## config.mk

```make
export PLATFORM = sky130hd
export DESIGN_NAME = game_state_ctrl_flat
export DESIGN_NICKNAME = d
export VERILOG_FILES = /design/src/rtl/game_state_ctrl_if.sv /design/src/rtl/game_state_ctrl.sv /design/src/flat_wrapper.sv
export SDC_FILE = /design/constraint.sdc
export NUM_CORES = 1
export LEC_CHECK = 0
export CAP_MARGIN = 20
export CORE_MARGIN = 2
export CORE_UTILIZATION = 54
export CTS_CLUSTER_SIZE = 16
export DETAILED_ROUTE_END_ITERATION = 10
export PLACE_DENSITY = 0.85
export SLEW_MARGIN = 30
export SYNTH_ARGS = -nofsm -noshare
export SYNTH_HDL_FRONTEND = slang
export SYNTH_SLANG_ARGS = --single-unit
```

## constraint.sdc

```tcl
create_clock -name clk -period 1.95 [get_ports clk]
set_input_delay 0.39 -clock clk [delete_from_list [all_inputs] [get_ports clk]]
set_output_delay 0.39 -clock clk [all_outputs]
set_load 0.02 [all_outputs]
```

## src/rtl/game_state_ctrl_if.sv

```systemverilog
// game_state_ctrl_if: gameplay event inputs and score/state outputs of the game-state controller
interface game_state_ctrl_if;
    logic       start_btn;
    logic       hit_pulse;
    logic       miss_pulse;
    logic       frame_tick;
    logic [4:0] points;
    logic [1:0] lives;
    logic       playing;
    logic       game_over;
    logic       game_won;
    modport master (
        output start_btn, hit_pulse, miss_pulse, frame_tick,
        input  points, lives, playing, game_over, game_won
    );
    modport slave (
        input  start_btn, hit_pulse, miss_pulse, frame_tick,
        output points, lives, playing, game_over, game_won
    );
endinterface

```

## src/rtl/game_state_ctrl.sv

```systemverilog
// game_state_ctrl: IDLE/PLAYING/OVER sequencer tracking score and lives, feeding the game-over overlay
module game_state_ctrl #(
    parameter int unsigned MAX_POINTS       = 31,
    parameter int unsigned START_LIVES      = 3,
    parameter int unsigned OVER_HOLD_FRAMES = 180
) (
    input  logic              clk,
    input  logic              rst,
    game_state_ctrl_if.slave  io_gs
);
    typedef enum logic [1:0] {IDLE = 2'd0, PLAYING = 2'd1, OVER = 2'd2} state_t;

    state_t      r_state, w_state_nx;
    logic        r_start_d;
    logic [4:0]  r_points, w_points_nx;
    logic [1:0]  r_lives, w_lives_nx;
    logic        r_won, w_won_nx;
    logic [9:0]  r_hold, w_hold_nx;
    logic        r_playing, r_game_over;
    logic        w_start_rise, w_win, w_lose;
    logic [4:0]  w_points_inc;
    logic [9:0]  w_hold_inc;

    assign w_start_rise = io_gs.start_btn & ~r_start_d;
    assign w_points_inc = r_points + 5'd1;
    assign w_hold_inc   = r_hold + 10'd1;
    assign w_win        = io_gs.hit_pulse && (w_points_inc == 5'(MAX_POINTS));
    assign w_lose       = io_gs.miss_pulse && (r_lives <= 2'd1);

    always_comb begin
        w_state_nx  = r_state;
        w_points_nx = r_points;
        w_lives_nx  = r_lives;
        w_won_nx    = r_won;
        w_hold_nx   = r_hold;
        case (r_state)
            IDLE: if (w_start_rise) begin
                w_state_nx  = PLAYING;
                w_points_nx = 5'd0;
                w_lives_nx  = 2'(START_LIVES);
                w_won_nx    = 1'b0;
            end
            PLAYING: begin
                w_points_nx = io_gs.hit_pulse ? w_points_inc : r_points;
                w_lives_nx  = (io_gs.miss_pulse && r_lives != 2'd0) ? r_lives - 2'd1 : r_lives;
                // a simultaneous win and loss counts as a win
                if (w_win || w_lose) begin
                    w_state_nx = OVER;
                    w_hold_nx  = 10'd0;
                    w_won_nx   = w_win;
                end
            end
            OVER: if (io_gs.frame_tick) begin
                w_hold_nx  = w_hold_inc;
                w_state_nx = (w_hold_inc == 10'(OVER_HOLD_FRAMES)) ? IDLE : OVER;
            end
            default: w_state_nx = IDLE;
        endcase
    end

    always_ff @(posedge clk) begin
        if (rst) begin
            r_state     <= IDLE;
            r_start_d   <= 1'b0;
            r_points    <= 5'd0;
            r_lives     <= 2'd0;
            r_won       <= 1'b0;
            r_hold      <= 10'd0;
            r_playing   <= 1'b0;
            r_game_over <= 1'b0;
        end else begin
            r_state     <= w_state_nx;
            r_start_d   <= io_gs.start_btn;
            r_points    <= w_points_nx;
            r_lives     <= w_lives_nx;
            r_won       <= w_won_nx;
            r_hold      <= w_hold_nx;
            r_playing   <= (w_state_nx == PLAYING);
            r_game_over <= (w_state_nx == OVER);
        end
    end

    assign io_gs.points    = r_points;
    assign io_gs.lives     = r_lives;
    assign io_gs.playing   = r_playing;
    assign io_gs.game_over = r_game_over;
    assign io_gs.game_won  = r_won;
endmodule

```

## src/flat_wrapper.sv

```systemverilog
// flat-port wrapper written by rule: the top's interface ports become plain ports
module game_state_ctrl_flat 
#(
    parameter int unsigned MAX_POINTS       = 31,
    parameter int unsigned START_LIVES      = 3,
    parameter int unsigned OVER_HOLD_FRAMES = 180
)
  (clk, rst, io_gs_start_btn, io_gs_hit_pulse, io_gs_miss_pulse, io_gs_frame_tick, io_gs_points, io_gs_lives, io_gs_playing, io_gs_game_over, io_gs_game_won);
  game_state_ctrl_if io_gs_i ();
  input  logic clk;
  input  logic rst;
  input wire logic [$bits(io_gs_i.start_btn)-1:0] io_gs_start_btn;
  input wire logic [$bits(io_gs_i.hit_pulse)-1:0] io_gs_hit_pulse;
  input wire logic [$bits(io_gs_i.miss_pulse)-1:0] io_gs_miss_pulse;
  input wire logic [$bits(io_gs_i.frame_tick)-1:0] io_gs_frame_tick;
  output wire logic [$bits(io_gs_i.points)-1:0] io_gs_points;
  output wire logic [$bits(io_gs_i.lives)-1:0] io_gs_lives;
  output wire logic [$bits(io_gs_i.playing)-1:0] io_gs_playing;
  output wire logic [$bits(io_gs_i.game_over)-1:0] io_gs_game_over;
  output wire logic [$bits(io_gs_i.game_won)-1:0] io_gs_game_won;
  assign io_gs_i.start_btn = io_gs_start_btn;
  assign io_gs_i.hit_pulse = io_gs_hit_pulse;
  assign io_gs_i.miss_pulse = io_gs_miss_pulse;
  assign io_gs_i.frame_tick = io_gs_frame_tick;
  assign io_gs_points = io_gs_i.points;
  assign io_gs_lives = io_gs_i.lives;
  assign io_gs_playing = io_gs_i.playing;
  assign io_gs_game_over = io_gs_i.game_over;
  assign io_gs_game_won = io_gs_i.game_won;
  game_state_ctrl #(.MAX_POINTS(MAX_POINTS), .START_LIVES(START_LIVES), .OVER_HOLD_FRAMES(OVER_HOLD_FRAMES)) u_core (.clk(clk), .rst(rst), .io_gs(io_gs_i));
endmodule
```

==> flow_summary.yaml <==
sta:
  tightest_slew_ns: 0.375
  min_period_ns: 1.83
  drv_slew: 0
  finalWorstSetupSlack_ns: 0.120
  hold_viol: 0
  rsz0062_at_grt: "false"
  max_freq_mhz: 546
  fin_crit_sh_pct: 93.8
  fin_skew_ns: 0.000807
  max_slew_margin_pct: 74.9
  holdWs_ns: 0.516
  tns_ns: 0
  setup_viol: 0
placement:
  gp_congestion: 0.875
  preCtsSetupSlack_ns: 0.0207
  place_hpwl_microns: 2270
  placement.io_buffers: 15
floorplan:
  die_area_sq_um: 2820
  core_area_sq_um: 2250
  die_h_microns: 53.1
  row_count: 17
  initial_utilization_pct: 57.8
  die_width_microns: 53.1
  ios: 16
synth:
  yosysSeqAreaShare_pct: 35.3
  synth.area.top_cells: "dfxtp_1, ha_1, a21oi_1"
  synth-simple-area-share_pct: 27.0
  synth_top_area_share_pct: 35.3
  synth_mux_area_share_pct: 1.54
  syn_area_sq_um: 1300
  synth-seq-cells: 23
  synth_xor_area_share_pct: 2.69
  synth.avg_cell_area_sq_um: 8.47
  yosysTopAreaCell: "dfxtp_1"
  ys_types: 50
  synth_adder_area_share_pct: 5.76
  syn_inst: 154
  synth_top_family_by_area: "simple AND/OR/NAND/NOR gates"
  syn-num-nets: 166
  synth_compound_area_share_pct: 23.5
  synth_warnings: 0
flow_run:
  drv_cap: 0
critical_path:
  critPathRequiredTime_ns: 2.17
  rr_worst_depth: 7
  crit_type: "reg2reg"
  cp_cell_sequence: "ha_1 -> xor2_1 -> nand4_1 -> o31a_1 -> buf_4 -> a32oi_1 -> nor2_1"
  cp_slowest_cell: "dfxtp_2"
  cp-start-kind: "register"
  arrival_ns: 2.05
  r2r-start: "u_core.io_gs.points[1]"
  path_max_fanout: 7
  r2r_end: "u_core.r_hold[4]"
  cpPeakStageDelay_ns: 0.38
  worst-r2r-setup-slack_ns: 0.12
  end_kind: "register"
  crit_end: "u_core.r_hold[4]"
  crit_path_start: "u_core.io_gs.points[1]"
drt:
  vias_per_cell: 6.05
  drc_errors: 0
  vias: 1246
  antenna_left: 0
  drt_wl_total_microns: 2940
  first_pass_iters: 4
  drt_iter0_drc: 30
  routedWlPerCell_microns: 14.3
power:
  seq_power_share_pct: 53.1
  pwr-share-clk_pct: 22.5
  comb_power_share_pct: 24.4
  p_per_area_nw_per_um2: 623
  internal_power_mw: 0.684
  switchingPower_mw: 0.299
  peakVddDrop_uv: 449
  p_leak_nw: 0.604
  p_total_mw: 0.983
  switching_share_pct: 30.5
final_layout:
  layout-drive-gt1-share_pct: 16.3
  nNetsFinal: 191
  fillCellCount: 197
  layout_common_cells: "dfxtp_1, clkdlybuf4s50_1, nor2_1"
  final_common_cell: "dfxtp_1"
  diodes: 0
  areaGrowthSynthToFinish_pct: 20.9
cts:
  path_clk_slew_ns: 0.12
  hold_buffers: 0
  cts_max_level: 1
  clk_latency_ns: 0.31
  clock_sink_count: 23
  clockRootBuffer: "clkbuf_4"
  clock_path_buffers: 2
  cts_tree: "built"
  cts_made_buffers: 3
grt:
  grt_max_degree: 19
  grt_pass1_wl_microns: 5120
  antenna_found_initial: 0
  grt_use_total_pct: 24.7
  grt_pass1_vias: 1206
  globalRouteOverflowTotal: 0
status:
  status: "completed"
hold_path:
  hp-class: "reg2reg"
-- critical path, delay by kind of cell, from the launching register on --
kind                     cells  cell delay, ns
AO/OA/AOI/OAI                2            0.59
XOR/XNOR                     1            0.18
adder cells (fa/ha/maj)      1            0.20
buffers and inverters        1            0.18
flip-flops                   1            0.38
AND/OR/NAND/NOR              2            0.21
-- through the flow --
step | area (sq um) | instances | util, %
3_3_place_gp | 1540 | 202 | 68.4
3_5_place_dp | 1540 | 202 | 68.4
5_1_grt | 1580 | 206 | 69.9
2_1_floorplan | 1300 | 154 | -
4_1_cts | 1570 | 206 | 69.6
6_report | 1580 | 206 | 69.9
-- power by group through the flow --
stage	Combinational [mW]	Clock, mW	Sequential, mW
4_1_cts	0.239	0.229	0.522
3_3_place_gp	0.229	0	0.531
5_1_grt	0.266	0.250	0.528
3_5_place_dp	0.238	0	0.532
2_1_floorplan	0.127	0	0.543
6_report	0.240	0.221	0.522
-- routing by layer --
layer | share of wire, % | GRT usage (%)
met2 | 51 | 44.6
met1 | 42 | 28.0
met4 | 1.1 | 5.98
met3 | 6.2 | 7.63
met5 | 0 | 0
-- cell usage after synthesis (all sizes together) --
master   number
or3           4
o21bai        1
buf           4
nand3        10
nor4bb        1
and3          4
a21o          1
xor2          4
nand4         3
nor4          1
nand2b        5
a31oi         4
a31o          1
a211oi        5
dfxtp        23
and2          1
ha            6
a22o          1
o211ai        1
clkbuf        3
nor2b         4
o31a          3
nand2         6
a32oi         1
nand3b        1
a311oi        1
o31ai         1
or4           2
mux2i         2
a21oi        14
nor4b         1
a32o          1
o41ai         1
or2           2
or2b          1
nor2         14
o2bb2ai       1
nand4b        1
o21ai         7
inv           5
a21bo         1
nor3          1
-- kinds of logic after synthesis --
| logic type | Yosys count |
|---|---|
| AOI/OAI and AO/OA | 45 |
| xor gates and xnor gates | 4 |
| buffers and inverters | 12 |
| adders and majority gates | 6 |
| muxes | 2 |
| DFF | 23 |
| and+or+nand+nor | 62 |
-- how the worst min path moves through the flow --
stage / startpoint / endpoint / slack [ns] / cells after the start
after floorplan: u_core.r_hold[9] / u_core.r_hold[9] / 0.47 / 2
after global placement: u_core.io_gs.game_won / u_core.io_gs.game_won / 0.46 / 2
after detailed placement: u_core.io_gs.game_won / u_core.io_gs.game_won / 0.50 / 2
after CTS: u_core.io_gs.game_won / u_core.io_gs.game_won / 0.51 / 2
after global routing: u_core.io_gs.game_won / u_core.io_gs.game_won / 0.53 / 2
final: u_core.io_gs.game_won / u_core.io_gs.game_won / 0.52 / 2
-- area by class of cell --
| type | count | area [sq um] | area share [%] |
|---|---|---|---|
| clock buffer | 4 | 26.3 | 1.67 |
| inverter | 5 | 18.8 | 1.19 |
| multi-input combinational | 119 | 795 | 50.4 |
| sequential | 23 | 462 | 29.3 |
| tap | 28 | 35.0 | 2.22 |
| timing repair buffer | 27 | 240 | 15.2 |
-- state kept, by name, indices dropped and copies added (netlist names) --
register and flops:
u_core.r_start_d 1, u_core.r_hold 10, u_core.io_gs.lives 2, u_core.io_gs.playing 1, u_core.io_gs.game_won 1, u_core.io_gs.game_over 1, u_core.r_state 2, u_core.io_gs.points 5
-- timing repair --
action	4_1_cts	5_1_grt
setup buffers	0	0
endpoints found under the setup margin	0	8
gates resized for setup	0	2
Note: power is estimated with default switching activity, not from simulation.
